File: src/rtl/dca_mlsu_inst_arbiter_pkg.sv
// Shared types and helpers for the MLSU instruction arbiter: FSM state encoding and owner-index width.
package dca_mlsu_inst_arbiter_pkg;

  localparam int DCA_MATRIX_LSU_INST_BW = 32;
  localparam int DCA_TENSOR_ROW_BW      = 128;

  typedef enum logic [1:0] {
    ARB_IDLE  = 2'd0,
    ARB_ISSUE = 2'd1,
    ARB_RUN   = 2'd2
  } arb_state_t;

  // Width of a requester index; a single requester still needs one bit.
  function automatic int owner_bits(input int n);
    return (n > 1) ? $clog2(n) : 1;
  endfunction

endpackage

File: src/rtl/dca_rr_pick.sv
// Combinational round-robin picker: first asserted request searching from ptr+1 with modulo wrap.
module dca_rr_pick
  import dca_mlsu_inst_arbiter_pkg::*;
#(
  parameter int NUM_REQ  = 2,
  parameter int BW_OWNER = owner_bits(NUM_REQ)
) (
  input  logic [NUM_REQ-1:0]  req,
  input  logic [BW_OWNER-1:0] ptr,
  output logic                valid,
  output logic [BW_OWNER-1:0] idx
);

  // Distance of requester i after ptr: ptr+1 is 0, ptr itself is NUM_REQ-1.
  function automatic int dist_from_ptr(input int i, input int p);
    return (i + 2 * NUM_REQ - 1 - p) % NUM_REQ;
  endfunction

  int best_dist;

  always_comb begin
    // NOTE: every output gets a default before any branch so no latch is inferred.
    valid     = 1'b0;
    idx       = '0;
    best_dist = NUM_REQ;
    for (int i = 0; i < NUM_REQ; i++) begin
      if (req[i] && (dist_from_ptr(i, int'(ptr)) < best_dist)) begin
        best_dist = dist_from_ptr(i, int'(ptr));
        valid     = 1'b1;
        idx       = BW_OWNER'(i);
      end
    end
  end

endmodule

File: src/rtl/dca_mlsu_inst_arbiter.sv
// Shares one matrix LSU between NUM_REQ requesters: round-robin instruction grant held until execute_finish.
module dca_mlsu_inst_arbiter
  import dca_mlsu_inst_arbiter_pkg::*;
#(
  parameter int NUM_REQ = 2,
  parameter int BW_INST = DCA_MATRIX_LSU_INST_BW,
  parameter int BW_ROW  = DCA_TENSOR_ROW_BW
) (
  input  logic                       clk,
  input  logic                       rstp,
  // requester side
  input  logic [NUM_REQ-1:0]         r_sinst_wvalid,
  input  logic [NUM_REQ*BW_INST-1:0] r_sinst_wdata,
  output logic [NUM_REQ-1:0]         r_sinst_wready,
  output logic [NUM_REQ-1:0]         r_sinst_decode_finish,
  output logic [NUM_REQ-1:0]         r_sinst_execute_finish,
  output logic [NUM_REQ-1:0]         r_sinst_busy,
  output logic [NUM_REQ-1:0]         r_sload_tensor_row_wvalid,
  output logic [NUM_REQ-1:0]         r_sload_tensor_row_wlast,
  output logic [BW_ROW-1:0]          r_sload_tensor_row_wdata,
  input  logic [NUM_REQ-1:0]         r_sload_tensor_row_wready,
  output logic [NUM_REQ-1:0]         r_sstore_tensor_row_rvalid,
  output logic [NUM_REQ-1:0]         r_sstore_tensor_row_rlast,
  input  logic [NUM_REQ-1:0]         r_sstore_tensor_row_rready,
  input  logic [NUM_REQ*BW_ROW-1:0]  r_sstore_tensor_row_rdata,
  // MLSU side
  output logic                       m_sinst_wvalid,
  output logic [BW_INST-1:0]         m_sinst_wdata,
  input  logic                       m_sinst_wready,
  input  logic                       m_sinst_decode_finish,
  input  logic                       m_sinst_execute_finish,
  input  logic                       m_sinst_busy,
  input  logic                       m_sload_tensor_row_wvalid,
  input  logic                       m_sload_tensor_row_wlast,
  input  logic [BW_ROW-1:0]          m_sload_tensor_row_wdata,
  output logic                       m_sload_tensor_row_wready,
  input  logic                       m_sstore_tensor_row_rvalid,
  input  logic                       m_sstore_tensor_row_rlast,
  output logic                       m_sstore_tensor_row_rready,
  output logic [BW_ROW-1:0]          m_sstore_tensor_row_rdata,
  // status
  output logic [NUM_REQ-1:0]         grant_onehot,
  output logic                       arb_busy
);

  localparam int BW_OWNER = owner_bits(NUM_REQ);

  arb_state_t          state, state_n;
  logic [BW_OWNER-1:0] owner, owner_n;
  logic [BW_OWNER-1:0] rr_ptr, rr_ptr_n;
  logic [NUM_REQ-1:0]  grant_n;
  logic                err_orphan, err_orphan_n;
  logic                pick_valid;
  logic [BW_OWNER-1:0] pick_idx;

  logic [BW_INST-1:0]  inst_arr [NUM_REQ];
  logic [BW_ROW-1:0]   srow_arr [NUM_REQ];

  for (genvar g = 0; g < NUM_REQ; g++) begin : g_unpack
    assign inst_arr[g] = r_sinst_wdata[g*BW_INST +: BW_INST];
    assign srow_arr[g] = r_sstore_tensor_row_rdata[g*BW_ROW +: BW_ROW];
  end

  dca_rr_pick #(
    .NUM_REQ  (NUM_REQ),
    .BW_OWNER (BW_OWNER)
  ) u_pick (
    .req   (r_sinst_wvalid),
    .ptr   (rr_ptr),
    .valid (pick_valid),
    .idx   (pick_idx)
  );

  always_ff @(posedge clk) begin
    // NOTE: non-blocking assignments so every register samples pre-edge values.
    if (rstp) begin
      state        <= ARB_IDLE;
      owner        <= '0;
      rr_ptr       <= BW_OWNER'(NUM_REQ - 1);
      grant_onehot <= '0;
      err_orphan   <= 1'b0;
    end else begin
      state        <= state_n;
      owner        <= owner_n;
      rr_ptr       <= rr_ptr_n;
      grant_onehot <= grant_n;
      err_orphan   <= err_orphan_n;
    end
  end

  always_comb begin
    state_n      = state;
    owner_n      = owner;
    rr_ptr_n     = rr_ptr;
    grant_n      = grant_onehot;
    err_orphan_n = err_orphan;
    unique case (state)
      ARB_IDLE: begin
        // Nobody owns the MLSU, so any completion pulse here has no destination.
        err_orphan_n = err_orphan | m_sinst_decode_finish | m_sinst_execute_finish;
        if (pick_valid) begin
          owner_n           = pick_idx;
          grant_n           = '0;
          grant_n[pick_idx] = 1'b1;
          state_n           = ARB_ISSUE;
        end
      end
      ARB_ISSUE: begin
        if (r_sinst_wvalid[owner] && m_sinst_wready) begin
          rr_ptr_n = owner;
          if (m_sinst_execute_finish) begin
            state_n = ARB_IDLE;
            grant_n = '0;
          end else begin
            state_n = ARB_RUN;
          end
        end
      end
      ARB_RUN: begin
        if (m_sinst_execute_finish) begin
          state_n = ARB_IDLE;
          grant_n = '0;
        end
      end
      default: begin
        state_n = ARB_IDLE;
        grant_n = '0;
      end
    endcase
  end

  always_comb begin
    m_sinst_wvalid             = 1'b0;
    m_sinst_wdata              = '0;
    r_sinst_wready             = '0;
    r_sinst_decode_finish      = '0;
    r_sinst_execute_finish     = '0;
    r_sinst_busy               = '0;
    r_sload_tensor_row_wvalid  = '0;
    r_sload_tensor_row_wlast   = '0;
    r_sload_tensor_row_wdata   = '0;
    m_sload_tensor_row_wready  = 1'b0;
    r_sstore_tensor_row_rvalid = '0;
    r_sstore_tensor_row_rlast  = '0;
    m_sstore_tensor_row_rready = 1'b0;
    m_sstore_tensor_row_rdata  = '0;

    if (state == ARB_ISSUE) begin
      m_sinst_wvalid        = r_sinst_wvalid[owner];
      m_sinst_wdata         = inst_arr[owner];
      r_sinst_wready[owner] = m_sinst_wready;
    end

    // Pulses reach the owner in ISSUE as well, covering finish coincident with the handshake.
    if (state != ARB_IDLE) begin
      r_sinst_decode_finish[owner]  = m_sinst_decode_finish;
      r_sinst_execute_finish[owner] = m_sinst_execute_finish;
    end

    if (state == ARB_RUN) begin
      r_sinst_busy[owner]               = m_sinst_busy;
      r_sload_tensor_row_wvalid[owner]  = m_sload_tensor_row_wvalid;
      r_sload_tensor_row_wlast[owner]   = m_sload_tensor_row_wlast;
      r_sload_tensor_row_wdata          = m_sload_tensor_row_wdata;
      m_sload_tensor_row_wready         = r_sload_tensor_row_wready[owner];
      r_sstore_tensor_row_rvalid[owner] = m_sstore_tensor_row_rvalid;
      r_sstore_tensor_row_rlast[owner]  = m_sstore_tensor_row_rlast;
      m_sstore_tensor_row_rready        = r_sstore_tensor_row_rready[owner];
      m_sstore_tensor_row_rdata         = srow_arr[owner];
    end
  end

  assign arb_busy = (state != ARB_IDLE);

endmodule

File: config.mk
export PLATFORM = sky130hd
export DESIGN_NAME = dca_mlsu_inst_arbiter
export DESIGN_NICKNAME = d
export VERILOG_FILES = /design/src/rtl/dca_mlsu_inst_arbiter_pkg.sv /design/src/rtl/dca_rr_pick.sv /design/src/rtl/dca_mlsu_inst_arbiter.sv
export SDC_FILE = /design/constraint.sdc
export NUM_CORES = 1
export LEC_CHECK = 0
export ABC_AREA = 1
export BUFFER_PORTS_ARGS = -buffer_cell sky130_fd_sc_hd__buf_4
export CORE_AREA = 2 2 297 299
export CTS_CLUSTER_DIAMETER = 80
export DETAILED_ROUTE_END_ITERATION = 12
export DIE_AREA = 0 0 299 301
export SLEW_MARGIN = 0
export SYNTH_ARGS = -nofsm -noshare
export SYNTH_HDL_FRONTEND = slang
export SYNTH_HIERARCHICAL = 1
export SYNTH_SLANG_ARGS = --single-unit
File: constraint.sdc
create_clock -name clk -period 3.1 [get_ports clk]
set_input_delay 0.31 -clock clk [delete_from_list [all_inputs] [get_ports clk]]
set_output_delay 0.31 -clock clk [all_outputs]
set_load 0.02 [all_outputs]
* Word level (Yosys, flattened, before mapping)
Index checks and enable logic that the tools add are counted.
** Cells by class
- Magnitude comparators :: 7
- Bitwise operators :: 11
- Equality and inequality tests :: 5
- Multiplexer cells :: 43
- Reductions and logical operators :: 11
- Add/sub/neg operators :: 2
** Operator list (count)
- $mux W128 :: 5
- $mux W32 :: 5
- $lt A2 B32 Y1 :: 1
- $mux W2 :: 15
- $and A2 B2 Y2 :: 8
- $mux W1 :: 14
- $pmux W2 S3 :: 2
- $ne A2 B2 Y1 const B :: 3
- $reduce_and A2 Y1 :: 3
- $logic_and A1 B1 Y1 :: 5
- $lt A1 B2 Y1 const B :: 2
- $sub A3 B1 Y4 const A :: 1
- $lt A2 B3 Y1 const B :: 1
- $reduce_and A3 Y1 :: 1
- $sub A2 B1 Y3 const A :: 1
- $and A1 B1 Y1 :: 2
- $demux W1 S1 :: 2
- $eq A2 B1 Y1 const B :: 1
- $eq A2 B2 Y1 const B :: 1
- $ge A1 B1 Y1 const B :: 2
- $ge A2 B2 Y1 const B :: 1
- $logic_not A2 Y1 :: 1
- $not A1 Y2 :: 1
- $reduce_bool A2 Y1 :: 1
** Storage, ports and cells
- Output and inout bits :: 310
- Register bits :: 6

* Logic depth before layout (Yosys ltp)
Gate-level depths: netlist (run 1).
- Depth after elaboration :: 14
- Gate-level depth with buffers :: 10

* Cells and area by module
The synthesis (run 1) kept the hierarchy.
** By module, submodules not included
- dca_mlsu_inst_arbiter :: cells an instance 905, seq. area each 120.1 µm², instances 1, area each 3986.3 µm²
- dca_rr_pick :: cells an instance 3, seq. area each 0.0 µm², instances 1, area each 15.0 µm²

* Least setup slack after synthesis (run 1)
OpenSTA, ideal clock, no wires.
- Path type :: reg-to-output
- Start point :: register state[0]
- End point :: output r_sinst_busy[1]
- Arrival :: 1.365 ns
- Cell stages (with the launch flop) :: 7
- Setup slack :: 1.425 ns
- Required time :: 2.790 ns
- Cells stage by stage :: dfxtp_1 > inv_1 > ha_1 > buf_2 > buf_2 > nand2_1 > nor2_1
** On the way
- Word-level cells in the longest chain between the ends :: 2
** RTL lines
- start, declared :: line dca_mlsu_inst_arbiter.sv:48 : arb_state_t state, state_n;
- start signal, assigned :: line dca_mlsu_inst_arbiter.sv:83 : state <= state_n;
- $eq A2 B2 Y1 :: line dca_mlsu_inst_arbiter.sv:160 : if (state == ARB_RUN) begin
- $mux W2 :: line dca_mlsu_inst_arbiter.sv:160
- end, declared :: line dca_mlsu_inst_arbiter.sv:17 : output logic [NUM_REQ-1:0] r_sinst_busy,
Every way passes these cells.

* Final worst setup path (run 1)
- Start point :: register state[0]
- End point :: output m_sstore_tensor_row_rdata[25]
** On the way
- Word-level cells in the longest chain between the ends :: 2
** RTL lines
- $eq A2 B2 Y1 :: line dca_mlsu_inst_arbiter.sv:160
- $mux W128 :: line dca_mlsu_inst_arbiter.sv:160
- end, declared :: line dca_mlsu_inst_arbiter.sv:40 : output logic [BW_ROW-1:0] m_sstore_tensor_row_rdata,
Every way passes these cells.

==> reports/results.ini, run 1 <==
[logic_synthesis]
syn_nets=1376
ys_ff_latch=6
synth_top_area_cell=nand3_1
syn_inst=908
synth_top_area_share_pct=32.9
seq_area_frac_synth_pct=3.00
yosysUniqueCellTypes=19
yosys_warnings=6
syn_avg_cell_area_um2=4.41
syn-cell-area_um2=4000
synthTopCellsByArea=nand3_1, nand2_1, inv_1

[cts]
cts_tree=done
cts.htree.levels=1
ctsRootBufferMaster=clkbuf_16
cts-buffers-inserted=3
clkTransAtPathRegs_ns=0.04
max-clock-path-buffers=2
cts_resized=0
clkLatencyLatePin_ns=0.23
clock-sinks=6
post_cts_buffers=0
hold_buffers=0

[floorplan]
num_io_pins=774
start_util_pct=4.63
core-area_um2=86500
die_x_um=299
num_rows=108
dieArea_um2=90000
fp.dieH_um=301

[power_and_ir_drop]
ir_drop_mv=0.377
switching_share_pct=61.1
leakage_uw=0.00691
power_frac_seq_pct=2.2
p_int_uw=2170
power.density_nw_per_um2=499
combPwrFrac_pct=93.9
pwr-share-clk_pct=3.9
p_switching_uw=3420

[worst_hold_path]
hold_end=owner
hold_path_class=input port to flop
hold_depth=2
hp-start=rstp

[sta]
relSlewSlack_pct=39.0
setup_viol=0
worst_pin_slew_ns=0.914
fin_crit_sh_pct=76.1
fin_tns_setup_ns=0
worst_slack_ns=0.741
final-max-slew-violation-count=0
max_freq_mhz=424
finClkSkew_ns=0.00133
rsz0062_at_grt=false
post-route-min-period_ns=2.36
final_hold_viol_count=0

[critical_path]
worst_setup_path_end_kind=output pin
setup.worst_path.start_class=flop
cpMostUsedCell=buf_4
cp.arrival_ns=2.05
setup.worst_path.class=flop to output pin
rr_worst_depth=8
cp_data_required_time_ns=2.79
rrSetupSlack_ns=1.36
path_cells=inv_1 -> ha_4 -> buf_12 -> buf_4 -> nand3_1 -> nand2_1 -> buf_4
r2r-end=grant_onehot[0]
crit_path_top_delay_cell=dfxtp_1
cpLargestDelayFamily=buffers and inverters
path_buf_inv=4
slowest_delay_ns=0.31
r2r_start=owner
path_max_fanout=29

[route]
antenna_left=0
wire_per_inst_um=23.4
drtIter0Drc=541
drc=0
vias=8821
drt_wl_total_um=64900
viasPerCell=3.17
first_pass_iters=5

[grt]
grt_pass1_vias=8381
antenna_found_initial=48
track_usage_pct=13.6
grt_pass1_wl_um=80900
grt_start_max_net_pins=169
grt_overflow_total=0

[layout]
fillers=10100
synthToLayoutAreaGrowth_pct=180
seqCellArea_um2=124
fin_nets=2085
final_cells=2780
drive_above_1_share_pct=49.3
multiInputGateArea_um2=2970

[placement]
dpl.hpwl_um=59100
dp_slack_ns=0.958
gp_congestion=0.920
portBuffers=773
dp_cells=2767

[run]
cap_violations=0

[outcome]
status=complete, no violations

-- logic make-up after synthesis --
group	count (synthesis)	share of synthesized area, %
compound gates	39	4.97
fa+ha+maj	4	1.25
simple gates	628	67.6
buf+inv	231	23.2
flops	6	3.00
-- power by group through the flow --
stage	clock network [uW]	logic, uW	registers, uW
2_1_floorplan	0	2550	121
3_3_place_gp	0	5380	121
3_5_place_dp	0	5400	123
4_1_cts	223	5420	121
5_1_grt	230	5730	125
6_report	220	5250	121
-- area by class of cell --
class                   count  area share, %
well taps                1155           12.9
multi-input cells         671           26.5
diodes                      9          0.201
clock buffers               4          0.703
inverters                 147           4.97
flip-flops and latches      6           1.11
repair buffers            788           53.7
-- worst max path at each step --
| stage | cells after the start | slack (ns) | to | startpoint |
|---|---|---|---|---|
| floorplan | 6 | 1.43 | r_sinst_busy[1] | state[0] |
| global placement | 7 | 0.94 | m_sstore_tensor_row_rdata[27] | state[0] |
| detailed placement | 7 | 0.96 | m_sstore_tensor_row_rdata[27] | state[0] |
| CTS | 7 | 0.71 | m_sstore_tensor_row_rdata[27] | state[0] |
| global route | 4 | 0.59 | r_sload_tensor_row_wvalid[1] | owner |
| finish | 7 | 0.74 | m_sstore_tensor_row_rdata[25] | state[0] |
-- through the flow --
step	hold WS, ns	utilization [%]	total power [uW]	instance area [um2]
6_report	0.252	13.0	5590	11200
5_1_grt	0.249	12.9	6080	11200
4_1_cts	0.248	12.9	5760	11200
3_5_place_dp	0.462	12.8	5520	11100
3_3_place_gp	0.449	12.8	5500	11100
2_1_floorplan	0.379	-	2670	4000
-- cell usage after synthesis, drive strengths merged --
cell type and instances:
a21oi 3, and3 1, buf 61, clkbuf 23, dfxtp 6, ha 4
inv 147, nand2 273, nand3 263, nand3b 1, nor2 84, nor3 4
o21ai 35, o311ai 1, or2 2
-- layer usage --
metal	part of all wire (%)	global-route usage [%]	wire length, um
met3	14	8.59	9250
met2	47	23.5	30700
met1	37	14.6	23900
met5	0.33	0	212
met4	1.4	1.06	910
-- registers in the layout (all words and copies together) (netlist names) --
name          count
grant_onehot      2
owner             1
rr_ptr            1
state             2
-- cell usage in the layout (no fill, tap or decap), drive strengths merged --
master,n
inv,147
nor3,4
dfxtp,6
nor2,84
a21oi,3
o311ai,1
buf,788
diode,9
clkbuf,4
nand2,273
nand3,263
and3,1
or2,2
o21ai,35
nand3b,1
ha,4
Note: power is estimated with default switching activity, not from simulation.
==> run 2: changes to the inputs <==
--- a/config.mk
+++ b/config.mk
@@ -5,12 +5,12 @@
 export SDC_FILE = /design/constraint.sdc
 export NUM_CORES = 1
 export LEC_CHECK = 0
-export ABC_AREA = 1
+export ABC_AREA = 0
 export BUFFER_PORTS_ARGS = -buffer_cell sky130_fd_sc_hd__buf_4
-export CORE_AREA = 2 2 297 299
+export CORE_AREA = 2 2 304 306
 export CTS_CLUSTER_DIAMETER = 80
 export DETAILED_ROUTE_END_ITERATION = 12
-export DIE_AREA = 0 0 299 301
+export DIE_AREA = 0 0 306 308
 export SLEW_MARGIN = 0
 export SYNTH_ARGS = -nofsm -noshare
 export SYNTH_HDL_FRONTEND = slang
==> constraint.sdc (replaced) <==
create_clock -name clk -period 2 [get_ports clk]
set_input_delay 0.2 -clock clk [delete_from_list [all_inputs] [get_ports clk]]
set_output_delay 0.2 -clock clk [all_outputs]
set_load 0.02 [all_outputs]
==> run 2 against run 1 <==
Net effect:
- via count fell by 20%
- sequential power rose by 40%
- critical path depth fell by 3
- clock-buffer cell count did not move
- cell count fell by 9.0%
- final area rose by 7.7%
- non-clock buffer count rose by 31
- highest routed layer unchanged
==> reports/results.ini, run 2 <==
[outcome]
status=complete, no violations

[cts]
cts-buffers-inserted=3
clock-sinks=6
cts_tree=done
ctsRootBufferMaster=clkbuf_16
cts.htree.levels=1
max-clock-path-buffers=2
clkTransAtPathRegs_ns=0.04
clkLatencyLatePin_ns=0.23

[grt]
grt_overflow_total=0
antenna_found_initial=21
grt_pass1_wl_um=60000
grt_start_max_net_pins=67
track_usage_pct=9.44
grt_pass1_vias=6938

[floorplan]
die_x_um=306
num_io_pins=774
fp.dieH_um=308
num_rows=111
core-area_um2=91000
start_util_pct=4.54
dieArea_um2=94200

[sta]
finClkSkew_ns=0.00135
rsz0062_at_grt=false
final_hold_viol_count=0
final-max-slew-violation-count=0
setup_viol=0
post-route-min-period_ns=1.90
worst_pin_slew_ns=0.448
fin_crit_sh_pct=94.9
max_freq_mhz=527
worst_slack_ns=0.102
relSlewSlack_pct=69.3
holdWs_ns=0.208

[logic_synthesis]
seq_area_frac_synth_pct=2.91
yosys_warnings=6
synthTopCellsByArea=mux2i_1, nor2b_1, and2_1
ys_ff_latch=6
synth-edff-count=0
synth_top_area_share_pct=39.7
syn_avg_cell_area_um2=7.29
synth-main-ff-cell=dfxtp_1
synth_most_common_cell=nor2b_1
syn_nets=1035
syn_inst=567
syn-cell-area_um2=4130
yosys-top-cells-count=nor2b_1, mux2i_1, and2_1
async_reset_ff_share_pct=0
yosysUniqueCellTypes=24
synth_top_area_cell=mux2i_1

[critical_path]
cp.arrival_ns=1.70
setup.worst_path.start_class=flop
critPathLaunch=owner
path_max_fanout=23
r2r_start=state[0]
worst_setup_path_end_kind=output pin
setup.worst_path.class=flop to output pin
cp_data_required_time_ns=1.80

[route]
viasPerCell=2.79
drc=0
antenna_left=0
drtIter0Drc=263
wire_per_inst_um=19.5
drt_wl_total_um=49400
first_pass_iters=4
vias=7066

[run]
cap_violations=0

[layout]
synthToLayoutAreaGrowth_pct=192
final_cells=2529
fin_nets=1806
layout_common_cells=buf_4, nor2b_1, mux2i_1
drive_above_1_share_pct=63.6
top_regs=grant_onehot (2), state (2)
fin_util_pct=13.3
layout_commonest_cell=buf_4

[placement]
portBuffers=773
dpl.hpwl_um=44000
dp_slack_ns=-0.0417
dp_cells=2510
gp_congestion=0.846

[power_and_ir_drop]
leakage_uw=0.00566
power.density_nw_per_um2=277
ir_drop_mv=0.313
power_uw=3340

[worst_hold_path]
hp-start=rstp
hold_path_class=input port to flop

[run 2: path summary, 6_finish.rpt]
kind	endpoint	slack (ns)	cells past startpoint
setup reg to reg	state[0]	0.18	6
hold / removal	owner	0.21	2
hold reg to reg	grant_onehot[1]	0.47	1
setup / recovery	m_sstore_tensor_row_rdata[4]	0.10	4
[run 2: cells by family after synthesis]
family | synth area share, %
simple gates | 48.5
fa+ha+maj | 1.21
compound gates | 1.73
mux | 39.7
flops | 2.91
buf+inv | 5.90
[run 2: routing by layer]
layer / track usage (%) / up-vias / share of wire [%]
met5: 0 / - / 0.14
met4: 1.86 / 10 / 2.2
met3: 3.31 / 46 / 9.6
met2: 16.3 / 461 / 48
met1: 11.2 / 3148 / 40
li1: - / 3401 / -
[run 2: final cells by class]
| cell class | instances | area [um2] |
|---|---|---|
| fill | 10500 | 78900 |
| inverter | 6 | 22.5 |
| antenna | 6 | 15.0 |
| tap | 1186 | 1480 |
| multi-input combinational | 502 | 3950 |
| timing repair buffer | 819 | 6390 |
| sequential | 6 | 124 |
| clock buffer | 4 | 78.8 |
[run 2: stage by stage]
stage	setup TNS [ns]	cell area (um2)
5_1_grt	0	12100
3_3_place_gp	-0.0216	11600
6_report	0	12100
2_1_floorplan	0	4130
3_5_place_dp	-0.0723	11600
4_1_cts	-0.00211	12000
[run 2: critical path, cell delays in order, from the launching register on]
cell,delay (ns)
dfxtp_4,0.43
buf_16,0.27
mux2i_2,0.46
nor2b_1,0.09
buf_4,0.17
[run 2: where the power goes]
group	total [uW]	internal (uW)	switching [uW]
Clock	338	265	72.7
Sequential	169	143	25.4
Combinational	2830	1500	1340
[run 2: timing repair]
| action | 4_1_cts | 5_1_grt |
|---|---|---|
| pin swaps | 1 | 1 |
| endpoints found under the setup margin | 29 | 80 |
| setup buffers | 1 | 3 |
| gates resized for setup | 38 | 4 |
| cloned | 2 | 3 |
| hold buffers | 0 | 0 |
